### src/rtl/div_unit_pkg.sv
// Shared constants for the multi-cycle integer divider: operand width and FSM encodings.
package div_unit_pkg;
  localparam int DIV_WIDTH = 32;

  localparam logic [1:0] DIV_IDLE = 2'd0;
  localparam logic [1:0] DIV_BUSY = 2'd1;
  localparam logic [1:0] DIV_DONE = 2'd2;
endpackage

### src/rtl/div_unit_step.sv
// One restoring-division iteration: shift {rem,quo} left, subtract divisor when it fits.
module div_step #(
  parameter int WIDTH = 32
) (
  input  logic [WIDTH-1:0] rem,
  input  logic [WIDTH-1:0] quo,
  input  logic [WIDTH-1:0] divisor,
  output logic [WIDTH-1:0] rem_next,
  output logic [WIDTH-1:0] quo_next
);
  // One extra bit: the shifted remainder can exceed WIDTH bits when divisor >= 2**(WIDTH-1).
  logic [WIDTH:0] rem_sh;
  logic [WIDTH:0] diff;
  logic           fits;

  always_comb begin
    rem_sh = {rem, quo[WIDTH-1]};
    diff   = rem_sh - {1'b0, divisor};
    fits   = ~diff[WIDTH];
    rem_next = fits ? diff[WIDTH-1:0] : rem_sh[WIDTH-1:0];
    quo_next = {quo[WIDTH-2:0], fits};
  end
endmodule

### src/rtl/div_unit.sv
// Radix-2 restoring DIV/DIVU unit: stall_div for WIDTH+1 cycles, result_valid/hi/lo at T+WIDTH+1.
// Optional DIV_EARLY_OUT_EN returns the divide-by-zero result straight from IDLE (result at T+1).
module div_unit
  import div_unit_pkg::*;
#(
  parameter int WIDTH = DIV_WIDTH,
  parameter int CNT_W = 5
) (
  input  logic             clk,
  input  logic             rst,
  input  logic             start,
  input  logic             signed_div,
  input  logic [WIDTH-1:0] a,
  input  logic [WIDTH-1:0] b,
  input  logic             cancel,
  output logic             stall_div,
  output logic             result_valid,
  output logic [WIDTH-1:0] hi,
  output logic [WIDTH-1:0] lo
);
  logic [1:0]       state;
  logic [CNT_W-1:0] count;
  logic [WIDTH-1:0] rem, quo, dvs;
  logic             qsign, rsign, bzero;

  logic [WIDTH-1:0] abs_a, abs_b;
  logic [WIDTH-1:0] rem_next, quo_next;
  logic [WIDTH-1:0] rem_fix, quo_fix;
  logic             last;

  assign abs_a = (signed_div & a[WIDTH-1]) ? -a : a;
  assign abs_b = (signed_div & b[WIDTH-1]) ? -b : b;
  assign last  = (count == CNT_W'(WIDTH - 1));

  div_step #(.WIDTH(WIDTH)) u_step (
    .rem      (rem),
    .quo      (quo),
    .divisor  (dvs),
    .rem_next (rem_next),
    .quo_next (quo_next)
  );

  // With a zero divisor the iterations leave rem=|a|, so restoring rsign reproduces a exactly.
  assign rem_fix = rsign ? -rem_next : rem_next;
  assign quo_fix = bzero ? '1 : (qsign ? -quo_next : quo_next);

  assign stall_div    = ~cancel & (((state == DIV_IDLE) & start) | (state == DIV_BUSY));
  assign result_valid = ~cancel & (state == DIV_DONE);

  always_ff @(posedge clk) begin
    if (rst) begin
      state <= DIV_IDLE;
      count <= '0;
      rem   <= '0;
      quo   <= '0;
      dvs   <= '0;
      qsign <= 1'b0;
      rsign <= 1'b0;
      bzero <= 1'b0;
      hi    <= '0;
      lo    <= '0;
    end else if (cancel) begin
      state <= DIV_IDLE;
      count <= '0;
    end else begin
      case (state)
        DIV_IDLE: begin
          if (start) begin
            qsign <= (a[WIDTH-1] ^ b[WIDTH-1]) & signed_div;
            rsign <= a[WIDTH-1] & signed_div;
            bzero <= (b == '0);
            rem   <= '0;
            quo   <= abs_a;
            dvs   <= abs_b;
            count <= '0;
`ifdef DIV_EARLY_OUT_EN
            if (b == '0) begin
              state <= DIV_DONE;
              hi    <= a;
              lo    <= '1;
            end else begin
              state <= DIV_BUSY;
            end
`else
            state <= DIV_BUSY;
`endif
          end
        end
        DIV_BUSY: begin
          rem   <= rem_next;
          quo   <= quo_next;
          count <= count + CNT_W'(1);
          if (last) begin
            state <= DIV_DONE;
            hi    <= rem_fix;
            lo    <= quo_fix;
          end
        end
        DIV_DONE: state <= DIV_IDLE;
        default:  state <= DIV_IDLE;
      endcase
    end
  end
endmodule
### config.mk
export PLATFORM = sky130hd
export DESIGN_NAME = div_unit
export DESIGN_NICKNAME = d
export VERILOG_FILES = /design/src/rtl/div_unit_pkg.sv /design/src/rtl/div_unit_step.sv /design/src/rtl/div_unit.sv
export SDC_FILE = /design/constraint.sdc
export NUM_CORES = 1
export LEC_CHECK = 0
export BUFFER_PORTS_ARGS = -buffer_cell sky130_fd_sc_hd__buf_2
export CAP_MARGIN = 20
export CORE_ASPECT_RATIO = 1.25
export CORE_MARGIN = 4
export CORE_UTILIZATION = 40
export CTS_CLUSTER_SIZE = 12
export DETAILED_ROUTE_END_ITERATION = 12
export PLACE_DENSITY = 0.57
export SKIP_CTS_REPAIR_TIMING = 1
export SLEW_MARGIN = 20
export SYNTH_ARGS = -nofsm -noshare
export SYNTH_HDL_FRONTEND = slang
export SYNTH_SLANG_ARGS = --single-unit
export TNS_END_PERCENT = 20
### constraint.sdc
create_clock -name clk -period 9.65 [get_ports clk]
set_input_delay 1.93 -clock clk [delete_from_list [all_inputs] [get_ports clk]]
set_output_delay 1.93 -clock clk [all_outputs]
set_load 0.02 [all_outputs]
Word-level counts from Yosys, hierarchy flattened
Cells that the tools add are included.
Storage, ports and cells
  register bits: 170
  input port bits: 69
  output and inout port bits: 66
  logic and storage cells: 55
Operators by class
  $add $sub $neg: 6
  equal/unequal tests: 5
  mux-type cells: 15
  bitwise operators: 10
  reduce and logical (&&, ||, !) cells: 9
Operator list (count)
  32-bit two-way mux: 8
  32-bit negation: 4
  32-bit case mux with 2 select lines: 2
  33-bit by 32-bit subtractor with 33-bit output: 1
  32-bit logical NOT: 1
  5-bit case mux with 2 select lines: 1
  3-bit AND reduction: 3
  1-bit bitwise AND: 6
  5-bit by 1-bit adder with 5-bit output, second input constant: 1
  5-bit equality test, second input constant: 1
  5-bit two-way mux: 1
  2-bit two-way mux: 2
  2-bit inequality test, second input constant: 2
  2-bit case mux with 2 select lines: 1
  2-bit AND reduction: 2
  2-bit by 1-bit equality test with 1-bit output, second input constant: 1
  2-bit equality test, second input constant: 1
  2-bit logical NOT: 1
  1-bit inverter: 2
  2-bit nonzero test: 1
  2-bit OR reduction: 1
  1-bit bitwise OR: 1
  1-bit bitwise XOR: 1

Depth between registers and ports, before layout
  word-level depth: 5
  depth in mapped cells: 24
  gate-level depth less buffers: 20

By module
From an unflattened synthesis, not the netlist that was laid out.
Unflattened totals
  cells, all modules: 1498
  area total of the unflattened synthesis: 11907.7 µm²
Modules (own cells, without submodules)
  div_unit: times used 1, cells each 1155, area each 9411.5 µm², sequential area each 3403.3 µm²
  div_step: times used 1, cells each 343, area each 2496.1 µm², sequential area each 0.0 µm²

Worst setup path before layout
OpenSTA, ideal clock, no wires.
  path type: register to register
  start: reg quo[31]
  end: reg hi[28]
  library setup time: 0.119 ns
  arrival: 4.820 ns
  required time: 9.531 ns
  path slack: 4.711 ns
  stages on the path, launching flop included: 24
  buffers on the path: 4
  clock period less this slack: 4.939 ns
  cell sequence: dfxtp_1 -> inv_1 -> ha_1 -> fa_1 -> nand2b_1 -> a211oi_2 -> o211a_2 -> o2111ai_4 -> a31o_1 -> buf_4 -> nand2_4 -> buf_6 -> buf_2 -> buf_1 -> a21oi_1 -> inv_1 -> ha_1 -> nand2_1 -> nor4_1 -> a31oi_1 -> or3_1 -> o41ai_2 -> xor2_1 -> o21ai_1
On the way
  cells in the longest elaborated chain, start to end: 4
Ends and longest elaborated chain
  from (decl): RTL line div_unit.sv:23  | logic [WIDTH-1:0] rem, quo, dvs;
  from (signal assigned): RTL line div_unit.sv:73  | quo <= abs_a;
  from (signal assigned): RTL line div_unit.sv:91  | quo <= quo_next;
  33-bit by 32-bit subtractor with 33-bit output: RTL line div_unit_step.sv:18  | diff = rem_sh - {1'b0, divisor};
  32-bit two-way mux (*): RTL line div_unit_step.sv:20  | rem_next = fits ? diff[WIDTH-1:0] : rem_sh[WIDTH-1:0];
  32-bit negation: RTL line div_unit.sv:44  | assign rem_fix = rsign ? -rem_next : rem_next;
  32-bit two-way mux (*): RTL line div_unit.sv:44
  to (signal assigned): RTL line div_unit.sv:95  | hi <= rem_fix;
  to (decl): RTL line div_unit.sv:18  | output logic [WIDTH-1:0] hi,
Every way passes the cells marked *; elsewhere a longest branch is shown, timed or not.
A chain may end at the register's enable or synchronous reset.

Worst setup path in the final report
Same ends and word-level chain as after synthesis.

==> impl_metrics.json <==
{
  "status": "completed",
  "insertion_delay_ps": 450,
  "slowest_delay_ps": 590,
  "gp_congestion": 0.889,
  "total_power_mw": 1.83,
  "antenna_found_initial": 0,
  "cts_root_buffer": "clkbuf_16",
  "syn2layout_area_growth_pct": 12.1,
  "grt_pass1_wl_um": 60300,
  "drive_gt1_frac": 0.123,
  "path_cells": "inv_1 > ha_1 > fa_1 > nand2b_1 > a211oi_2 > o211a_2 > o2111ai_4 > nand4_2 > nand2_4 > o21ai_0 > ha_1 > nand2_1 > nor4_1 > a31oi_1 > or3_1 > o41ai_2 > xor2_1 > o21ai_1",
  "worst_slack_ps": 3790,
  "cellPowerDensity_mw_per_mm2": 138,
  "cp-startpoint": "quo[31]",
  "post-place-cells": 2044,
  "rr_startpoint": "quo[31]",
  "grt_setup_unrepaired": "no",
  "vdd.ir_drop.worst_mv": 0.113,
  "synth_warnings": 0,
  "synth_edf_count": 0,
  "crit_path_end": "hi[28]",
  "fin_crit_ps": 5860,
  "numCtsBuffers": 17,
  "synth_nets": 1711,
  "die_w_um": 162,
  "finalNetCount": 1775,
  "dr.pass1.iters": 5,
  "grt-ovfl-total": 0,
  "fillers": 2954,
  "die_y_um": 200,
  "critPathMostFrequentCell": "ha_1",
  "path_max_fanout": 50,
  "h-tree-depth": 4,
  "synth.distinct_cells": 88,
  "r2r_setup_slack_ps": 3790,
  "regArea_mm2": 0.00340,
  "synth_cells": 1603,
  "place_area_mm2": 0.0127,
  "cts_sinks": 170,
  "final_hold_viol_count": 0,
  "clock.fmax_ghz": 0.171,
  "finalCritPeriodShare": 0.607,
  "ys_seq_elements": 170,
  "power_leakage_nw": 5.32,
  "std_cell_rows": 70,
  "netlist_area_mm2": 0.0118,
  "design.core.area_mm2": 0.0292,
  "path_class": "reg -> reg",
  "tns_ps": 0,
  "cts_tree": "yes",
  "worst_slew_margin_rel": 0.264,
  "worst_hold_slack_ps": 450,
  "synthFlopType": "dfxtp_1",
  "synthArstFlopShare": 0,
  "vias": 11781,
  "cap_violations": 0,
  "fin_area_mm2": 0.0132,
  "grt_pass1_vias": 11186,
  "fin_skew_ps": 13.3,
  "drtAntennaViolNets": 0,
  "io_buffers": 134,
  "post-route-drc-count": 0,
  "hp-class": "reg -> reg",
  "ctsLongestPathBuffers": 2,
  "routed_wl_um": 38200,
  "wl_per_cell_um": 18.4,
  "slowest_stage": "o21ai_0",
  "hpwl_um": 28100,
  "final_core_utilization": 0.453,
  "clkTransAtPathRegs_ps": 60,
  "grt_max_degree": 96,
  "num_io_pins": 135,
  "syn_avg_cell_area_um2": 7.36,
  "start_util": 0.404,
  "die_area_mm2": 0.0323,
  "cp.required_ps": 9980,
  "setup_viol": 0,
  "viasPerCell": 5.68,
  "finalMaxSlewViolations": 0,
  "seq_area_frac_synth": 0.289,
  "multiInputGateArea_mm2": 0.00780,
  "final_cells": 2075,
  "r2r_end": "hi[28]",
  "tightestPinTransition_ps": 1100,
  "cp.arrival_ps": 6190,
  "crit_path_end_kind": "register",
  "antenna_cells": 0,
  "grt.total_usage": 0.233,
  "startpoint_type": "register",
  "dpl_worst_slack_ps": 3820,
  "first_iter_violations": 849,
  "ff2ff_path_depth": 18
}
==> cell usage in the layout (no fill, tap or decap), types with 6 or more instances in the layout <==
cell type	count
xnor2_1	77
or3_1	35
a311oi_1	15
o21ai_1	11
clkbuf_16	17
or4_1	13
nor3_1	51
and3_1	14
a21oi_1	124
nor2_1	236
nand2b_1	11
o31ai_1	19
inv_1	52
o22ai_1	24
dfxtp_1	170
nor2b_1	6
nand2_1	166
nand3b_1	7
nand3_1	30
buf_4	12
mux2i_1	11
o41ai_1	9
a211oi_1	59
nor3b_1	6
o211ai_1	7
nor4_1	21
mux2_2	6
a31oi_1	15
and2_1	12
o21ai_0	78
clkbuf_1	6
buf_2	133
xor2_1	39
a22oi_1	36
a21o_1	15
ha_1	38
==> final cells by class <==
| type | instances | area share |
|---|---|---|
| clock buffer | 25 | 0.0360 |
| clock inverter | 6 | 0.00672 |
| inverter | 54 | 0.0153 |
| multi-input combinational | 1279 | 0.590 |
| sequential | 170 | 0.257 |
| tap | 396 | 0.0375 |
| timing repair buffer | 145 | 0.0571 |
==> cells by family (layout without fill, tap and decap cells) <==
| family | after synthesis | count (layout) | synth area share |
|---|---|---|---|
| DFF | 170 | 170 | 0.289 |
| AOI/OAI and AO/OA | 464 | 464 | 0.262 |
| and+or+nand+nor | 642 | 642 | 0.254 |
| adders and majority gates | 39 | 39 | 0.0420 |
| buffers and inverters | 154 | 230 | 0.0511 |
| muxes | 18 | 18 | 0.0163 |
| xor gates and xnor gates | 116 | 116 | 0.0861 |
==> per-layer routing <==
| layer | vias up | GRT usage | wire [um] |
|---|---|---|---|
| li1 | 5915 | - | - |
| met1 | 5526 | 0.273 | 15700 |
| met2 | 300 | 0.436 | 19700 |
| met3 | 40 | 0.0349 | 1780 |
| met4 | 0 | 0.0768 | 925 |
| met5 | - | 0 | 0 |
==> critical path, delay by kind of cell (launching register included) <==
| kind | cells | cell delay [ps] |
|---|---|---|
| xor gates and xnor gates | 1 | 190 |
| adders and majority gates | 3 | 1060 |
| buffers and inverters | 1 | 80 |
| and+or+nand+nor | 6 | 1800 |
| DFF | 1 | 510 |
| AOI/OAI and AO/OA | 7 | 2050 |
==> power by group <==
group | internal [mW] | total [mW] | leakage [nW] | switching, mW
Combinational | 0.141 | 0.394 | 3.68 | 0.253
Sequential | 0.720 | 0.741 | 1.38 | 0.0206
Clock | 0.395 | 0.692 | 0.268 | 0.297
Total | 1.26 | 1.83 | 5.32 | 0.570
==> synthesized netlist by cell type (7+ instances only) <==
cell        n  area, um^2
inv_1      52         195
nor4_1     21         131
o211ai_1    7        52.6
nor2_1    237         890
or4_1      13        97.6
o21ai_0    78         390
a211oi_1   59         443
o22ai_1    24         150
xnor2_1    77         674
and3_1     14        87.6
o21ai_1    11        55.1
clkbuf_1   78         293
dfxtp_1   170        3400
mux2i_1    11         110
nand3b_1    7        52.6
nand2b_1   13        81.3
ha_1       38         475
buf_1       9        33.8
xor2_1     39         342
nand2_1   166         623
or3_1      35         219
buf_2      11        55.1
o31ai_1    19         143
a21oi_1   124         621
and2_1     12        75.1
a21o_1     15         113
a31oi_1    15        93.8
o41ai_1     9        78.8
nor3_1     51         255
nand3_1    30         150
a311oi_1   15         131
a22oi_1    36         270
==> flip-flops by register name, summed over array words and instances, names as in the netlist <==
| register | count |
|---|---|
| bzero | 1 |
| count | 5 |
| dvs | 32 |
| hi | 32 |
| lo | 32 |
| qsign | 1 |
| quo | 32 |
| rem | 32 |
| rsign | 1 |
| state | 2 |
==> how the worst min path moves through the flow <==
stage / from / endpoint / slack (ps) / depth (start not counted)
floorplan: dvs[31] / dvs[31] / 430 / 2
global placement: hi[10] / hi[10] / 440 / 2
detailed placement: hi[6] / hi[6] / 450 / 2
CTS: hi[6] / hi[6] / 460 / 2
global route: hi[6] / hi[6] / 470 / 2
finish: hi[4] / hi[4] / 450 / 2
No activity file was read; power rests on OpenSTA's default activity.
